==> src/rtl/pipe_ctrl_pkg.sv <==
// pipe_ctrl_pkg: state encodings and shared constants for the pipeline control unit
package pipe_ctrl_pkg;
  typedef enum logic [1:0] {
    ST_BOOT  = 2'b00,
    ST_RUN   = 2'b01,
    ST_STALL = 2'b10,
    ST_REDIR = 2'b11
  } state_t;
  localparam logic [4:0]  REG_ZERO = 5'd0;
  localparam logic [31:0] CNT_MAX  = 32'hFFFF_FFFF;
endpackage

==> src/rtl/hazard_detect.sv <==
// hazard_detect: combinational load-use comparator between the EX load and the ID sources
module hazard_detect
  import pipe_ctrl_pkg::*;
(
  input  logic [4:0] id_rs,
  input  logic [4:0] id_rt,
  input  logic       id_uses_rt,
  input  logic       ex_mem_read,
  input  logic [4:0] ex_rd,
  output logic       hazard
);
  assign hazard = ex_mem_read && ex_rd != REG_ZERO &&
                  (ex_rd == id_rs || (id_uses_rt && ex_rd == id_rt));
endmodule

==> src/rtl/pipe_ctrl.sv <==
// pipe_ctrl: next-PC select, load-use stall gating, redirect squash, boot hold and hazard statistics
module pipe_ctrl
  import pipe_ctrl_pkg::*;
#(
  parameter int          BOOT_CYCLES = 2,
  parameter logic [31:0] RESET_PC    = 32'h0000_0000
) (
  input  logic        Clk,
  input  logic        Clr,
  input  logic [4:0]  ID_Rs,
  input  logic [4:0]  ID_Rt,
  input  logic        ID_UsesRt,
  input  logic        EX_MemRead,
  input  logic [4:0]  EX_Rd,
  input  logic        MEM_PCSrc,
  input  logic [31:0] MEM_Btarg_or_Jtarg,
  input  logic [31:0] IF_PC4,
  output logic [31:0] PC_Next,
  output logic        PC_Write,
  output logic        IFID_Write,
  output logic        IFID_Flush,
  output logic        IDEX_Flush,
  output logic        EXMEM_Flush,
  output logic [1:0]  Ctrl_State,
  output logic [31:0] Stall_Cnt,
  output logic [31:0] Flush_Cnt
);
  state_t     state, next;
  logic [3:0] boot_cnt;
  logic       hazard, boot, redir, stall;
  hazard_detect u_hd (
    .id_rs      (ID_Rs),
    .id_rt      (ID_Rt),
    .id_uses_rt (ID_UsesRt),
    .ex_mem_read(EX_MemRead),
    .ex_rd      (EX_Rd),
    .hazard     (hazard)
  );
  assign Ctrl_State = state;
  always_comb begin
    boot        = state == ST_BOOT;
    redir       = !boot && MEM_PCSrc;
    stall       = !boot && !MEM_PCSrc && hazard;
    PC_Next     = boot ? RESET_PC : MEM_PCSrc ? MEM_Btarg_or_Jtarg : IF_PC4;
    PC_Write    = !boot && !stall;
    IFID_Write  = !boot && !stall;
    IFID_Flush  = boot || redir;
    IDEX_Flush  = boot || redir || stall;
    EXMEM_Flush = boot || redir;
    next        = boot ? (boot_cnt == 4'(BOOT_CYCLES - 1) ? ST_RUN : ST_BOOT) :
                  redir ? ST_REDIR : stall ? ST_STALL : ST_RUN;
  end
  always_ff @(posedge Clk) begin
    if (Clr) begin
      state     <= ST_BOOT;
      boot_cnt  <= 4'd0;
      Stall_Cnt <= 32'd0;
      Flush_Cnt <= 32'd0;
    end else begin
      state     <= next;
      boot_cnt  <= boot ? boot_cnt + 4'd1 : 4'd0;
      if (redir && Flush_Cnt != CNT_MAX) Flush_Cnt <= Flush_Cnt + 32'd1;
      if (stall && Stall_Cnt != CNT_MAX) Stall_Cnt <= Stall_Cnt + 32'd1;
    end
  end
endmodule

==> config.mk <==
export PLATFORM = sky130hd
export DESIGN_NAME = pipe_ctrl
export DESIGN_NICKNAME = d
export VERILOG_FILES = /design/src/rtl/pipe_ctrl_pkg.sv /design/src/rtl/hazard_detect.sv /design/src/rtl/pipe_ctrl.sv
export SDC_FILE = /design/constraint.sdc
export NUM_CORES = 1
export LEC_CHECK = 0
export BUFFER_PORTS_ARGS = -buffer_cell sky130_fd_sc_hd__buf_4
export CAP_MARGIN = 25
export CORE_MARGIN = 5
export CORE_UTILIZATION = 25
export DETAILED_ROUTE_END_ITERATION = 8
export PLACE_DENSITY = 0.46
export REMOVE_ABC_BUFFERS = 1
export SYNTH_ARGS = -nofsm -noshare
export SYNTH_HDL_FRONTEND = slang
export SYNTH_SLANG_ARGS = --single-unit
==> constraint.sdc <==
create_clock -name Clk -period 4.79 [get_ports Clk]
set_input_delay 0.479 -clock Clk [delete_from_list [all_inputs] [get_ports Clk]]
set_output_delay 0.479 -clock Clk [all_outputs]
set_load 0.01 [all_outputs]
### Word level (Yosys, flattened, before mapping)

Cells that the tools add are included.

* add/subtract/negate cells: 3
* eq/ne operators: 5
* muxes and demuxes: 6
* bitwise operators: 1
* reduce and logical (&&, ||, !) cells: 18

Operators with widths (number)
* $add 32x1->32 const B: 2
* $mux 32: 2
* $ne 32x32->1 const B: 2
* $eq 5x5->1: 2
* $logic_and 1x1->1: 9
* $mux 2: 3
* $reduce_bool 5->1: 1
* $add 4x1->4 const B: 1
* $eq 4x1->1 const B: 1
* $logic_not 1->1: 3
* $logic_or 1x1->1: 3
* $logic_not 2->1: 1
* $reduce_or 2->1: 1
* $mux 1: 1
* $not 1->1: 1

* register bits after elaboration: 70
* input port bits: 84
* output and inout bits: 103
* logic and storage cells: 37

### Longest topological paths before layout

* depth in word-level cells: 8
* gate-level depth with buffers: 9
* mapped depth without buffers: 7

### Hierarchy

From an unflattened synthesis, not the netlist that was laid out.

* cells, all modules: 522
* area total of the unflattened synthesis: 4317.9 sq um

By module, submodules not included
* pipe_ctrl: instances 1, cells an instance 505, area an instance 4185.3 sq um, seq. area each 1401.3 sq um
* hazard_detect: instances 1, cells an instance 17, area an instance 132.6 sq um, seq. area each 0.0 sq um

### Worst setup path after synthesis

Ideal clock, no wire load.

* kind: input to output
* start: input port EX_Rd[0]
* end: output port PC_Write
* data arrival time: 1760 ps
* data required time: 4311 ps
* slack: 2551 ps
* cell stages on the path: 5
* cell sequence: or4_1 -> o2111ai_1 -> nor2b_1 -> nor2_1 -> buf_4

* word-level cells in the longest chain between the ends: 7

Ends and longest elaborated chain
* start: declaration: RTL line pipe_ctrl.sv:14 `input logic [4:0] EX_Rd,`
* $eq 5x5->1: RTL line hazard_detect.sv:13 `(ex_rd == id_rs || (id_uses_rt && ex_rd == id_rt));`
* $logic_and 1x1->1: RTL line hazard_detect.sv:13
* $logic_or 1x1->1: RTL line hazard_detect.sv:13
* $logic_and 1x1->1 (*): RTL line hazard_detect.sv:12 `assign hazard = ex_mem_read && ex_rd != REG_ZERO &&`
* $logic_and 1x1->1 (*): RTL line pipe_ctrl.sv:43 `stall = !boot && !MEM_PCSrc && hazard;`
* $logic_not 1->1 (*)
* $logic_and 1x1->1 (*)
* end: declaration: RTL line pipe_ctrl.sv:19 `output logic PC_Write,`

Mark *: on every way between the ends. The rest lies on a longest branch, timed or not.

### Worst setup path after layout

* start: register Stall_Cnt[0]
* end: register Stall_Cnt[9]

* word-level cells in the longest chain between the ends: 2

Ends and longest elaborated chain
* start: declaration: RTL line pipe_ctrl.sv:25 `output logic [31:0] Stall_Cnt,`
* start signal: assignment: RTL line pipe_ctrl.sv:63 `if (stall && Stall_Cnt != CNT_MAX) Stall_Cnt <= Stall_Cnt + 32'd1;`
* parallel branches: the longest is 2 deep, another holds $add 32x1->32

Parallel ways; which one is timed is not known.
A chain may end at the register's enable or synchronous reset.

==> results_dict.tcl <==
set metrics [dict create \
    whs_path_depth 1 \
    layout-drive-gt1-share_pct 32.2 \
    avgSynthCellArea_um2 8.22 \
    max-clock-path-buffers 2 \
    arrival_ns 3.01 \
    ios 187 \
    slowest_delay_ns 0.73 \
    crit_required_ns 5.00 \
    synth.yosys.seq_area_share_pct 35.0 \
    fp.dieW_um 137 \
    r2r.worst_path.cells 7 \
    synthDistinctLibCells 49 \
    place_congestion 0.799 \
    cp_slowest_cell "nand2_2" \
    synth-seq-cells 70 \
    cp-start-kind "flip-flop" \
    post_synth_inst_count 487 \
    num_antenna_cells 0 \
    initial_core_util_pct 25.4 \
    rsz0062_at_grt "false" \
    maxSlewHeadroom_pct 37.1 \
    yosys.area.top_type "dfxtp_1" \
    hp-class "reg -> reg" \
    grt_pass1_vias 4127 \
    ys.flop_type "dfxtp_1" \
    hpwl_um 10600 \
    ctsResizeCount 0 \
    fin_ws_ns 1.99 \
    synth-edff-count 0 \
    crit_chain "ha_1 -> nand4_1 -> nor4bb_1 -> a41oi_2 -> nand2_2 -> nor3_1 -> mux2_1" \
    fin_tns_setup_ns 0 \
    cts_made_buffers 9 \
    fin_crit_ns 2.80 \
    ir_drop_uv 155 \
    track_usage_pct 14.7 \
    hold_viol_final 0 \
    p_per_area_nw_per_um2 267 \
    grt_pass1_wl_um 21600 \
    gr-total-overflow 0 \
    final_nets 745 \
    slew_viol_final 0 \
    cts-root-buf "clkbuf_16" \
    yosys-top-cells-area "dfxtp_1 35%, mux2i_1 8.5%, nor2_1 7.0%" \
    reg2reg_from "Stall_Cnt[0]" \
    cts_setup_buffers 0 \
    cts_hold_buffers 0 \
    grt_max_degree 73 \
    yosysTopAreaCellShare_pct 35.0 \
    fmax_ghz 0.357 \
    core-area_um2 15800 \
    clk_latency_ns 0.33 \
    dp_slack_ns 1.90 \
    async_reset_ff_share_pct 0 \
    cts_max_level 3 \
    worst_pin_slew_ns 0.940 \
    critPathTopFamily "simple AND/OR/NAND/NOR gates" \
    leakagePower_nw 2.40 \
    ys_warn_count 0 \
    drt-total-wl_um 14000 \
    endpoint_kind "flip-flop" \
    maxCapViolCount 0 \
    routedWlPerCell_um 16.0 \
    drc 0 \
    vias 4242 \
    cts_sinks 70 \
    viasPerCell 4.85 \
    path_clk_slew_ns 0.05 \
    drtAntennaViolNets 0 \
    finClkSkew_ns 0.00481 \
    cts_tree "done" \
    finalSetupViolations 0 \
    io_buffer_count 186 \
    reg2reg_setup_slack_ns 1.99 \
    path_buf_inv 0 \
    setup.worst_path.class "reg -> reg" \
    min_from "boot_cnt[0]" \
    min_to "boot_cnt[0]" \
    nFillCells 1673 \
    reg2reg_to "Stall_Cnt[9]" \
    crit_start "Stall_Cnt[0]" \
    path_max_fanout 58 \
    dieArea_um2 18600 \
    area_growth_pct 44.8 \
    fp.dieH_um 137 \
    min_period_over_period_pct 58.5 \
    row_count 46 \
    drt_pass1_iterations 4 \
    status "finished clean" \
    grt_antenna_before_repair 0 \
    first_iter_violations 191 \
    netlist_area_um2 4000 \
]
==> layout make-up <==
class	instances	area, µm²	area share [%]
clock buffer	11	253	4.36
clock inverter	2	10.0	0.173
inverter	6	22.5	0.389
multi-input combinational	383	2430	42.0
sequential	70	1400	24.2
tap	216	270	4.66
timing repair buffer	187	1400	24.2
==> sequential cells by signal (all words and copies together) (netlist names) <==
| signal | count |
|---|---|
| boot_cnt | 4 |
| Ctrl_State | 2 |
| Stall_Cnt | 32 |
| Flush_Cnt | 32 |
==> through the flow <==
stage	area, µm²	power, W	hold WS (ns)	cells	utilization (%)
3_5_place_dp	5530	0.000965	0.497	862	35.1
2_1_floorplan	3850	0.000749	0.456	459	-
5_1_grt	5790	0.00163	0.544	875	36.7
4_1_cts	5790	0.00158	0.502	875	36.7
6_report	5790	0.00155	0.501	875	36.7
3_3_place_gp	5530	0.000961	0.482	862	35.1
==> layout by cell type, fill, tap and decap left out, types with 2 or more instances in the layout <==
master,Yosys,routed
and3_1,8,8
buf_4,5,187
nor4_1,4,4
xnor2_1,20,20
o21ai_0,13,13
nand2_1,27,27
xor2_1,19,19
nor2_2,1,2
mux2i_1,34,34
and2_1,2,2
and4_1,7,7
dfxtp_1,70,70
nand4_1,17,17
clkbuf_16,0,9
o21ai_1,10,10
nor2_1,75,74
o31ai_1,11,11
or2_1,2,2
a31oi_1,3,3
nor2b_1,4,4
nand3_1,29,29
clkinv_2,0,2
inv_1,6,6
nand3_2,2,2
or3_1,18,18
or4_1,14,14
ha_1,4,4
a21oi_1,29,29
nor3_1,11,11
clkbuf_8,0,2
o21ba_1,2,2
==> cells in the mapped netlist (3+ instances only) <==
master	n
nor2b_1	4
nand4_1	17
and3_1	8
nand3_1	29
nor2_1	75
buf_1	3
nor3_1	11
nor4_1	4
or3_1	18
nand2_1	27
and4_1	7
xnor2_1	20
clkbuf_1	12
dfxtp_1	70
o31ai_1	11
inv_1	6
or4_1	14
a31oi_1	3
xor2_1	19
buf_4	5
o21ai_0	13
buf_2	6
a21oi_1	29
ha_1	4
mux2i_1	34
o21ai_1	10
==> worst max-delay path by stage <==
| stage | to | slack, ns | cells after the start |
|---|---|---|---|
| 2_1_floorplan | Stall_Cnt[9] | 2.41 | 7 |
| 3_3_place_gp | Stall_Cnt[9] | 1.93 | 7 |
| 3_5_place_dp | Stall_Cnt[9] | 1.90 | 7 |
| 4_1_cts | Stall_Cnt[9] | 1.97 | 7 |
| 5_1_grt | Stall_Cnt[9] | 1.77 | 7 |
| 6_report | Stall_Cnt[9] | 1.99 | 7 |
==> power by group <==
group | internal, W | switching, W | leakage (nW)
Combinational | 0.000167 | 0.000172 | 1.71
Sequential | 0.000593 | 0.0000102 | 0.564
Clock | 0.000368 | 0.000239 | 0.133
==> routing by layer <==
layer  routed length, µm  global-route usage [%]  vias up
li1                    -                       -     2097
met1                5530                    17.1     1990
met2                6870                    25.0      143
met3                1340                    5.51       12
met4                 223                    4.87        0
met5                   0                       0        -
==> kinds of logic (layout without fill, tap and decap cells) <==
logic type / Yosys count / after routing / share of synthesized area [%]
simple gates: 228 / 228 / 29.8
compound gates: 77 / 77 / 12.4
flops: 70 / 70 / 35.0
xor+xnor: 39 / 39 / 8.54
mux: 35 / 35 / 8.79
buf+inv: 34 / 206 / 4.22
fa+ha+maj: 4 / 4 / 1.25
(Power assumes the default switching activity.)
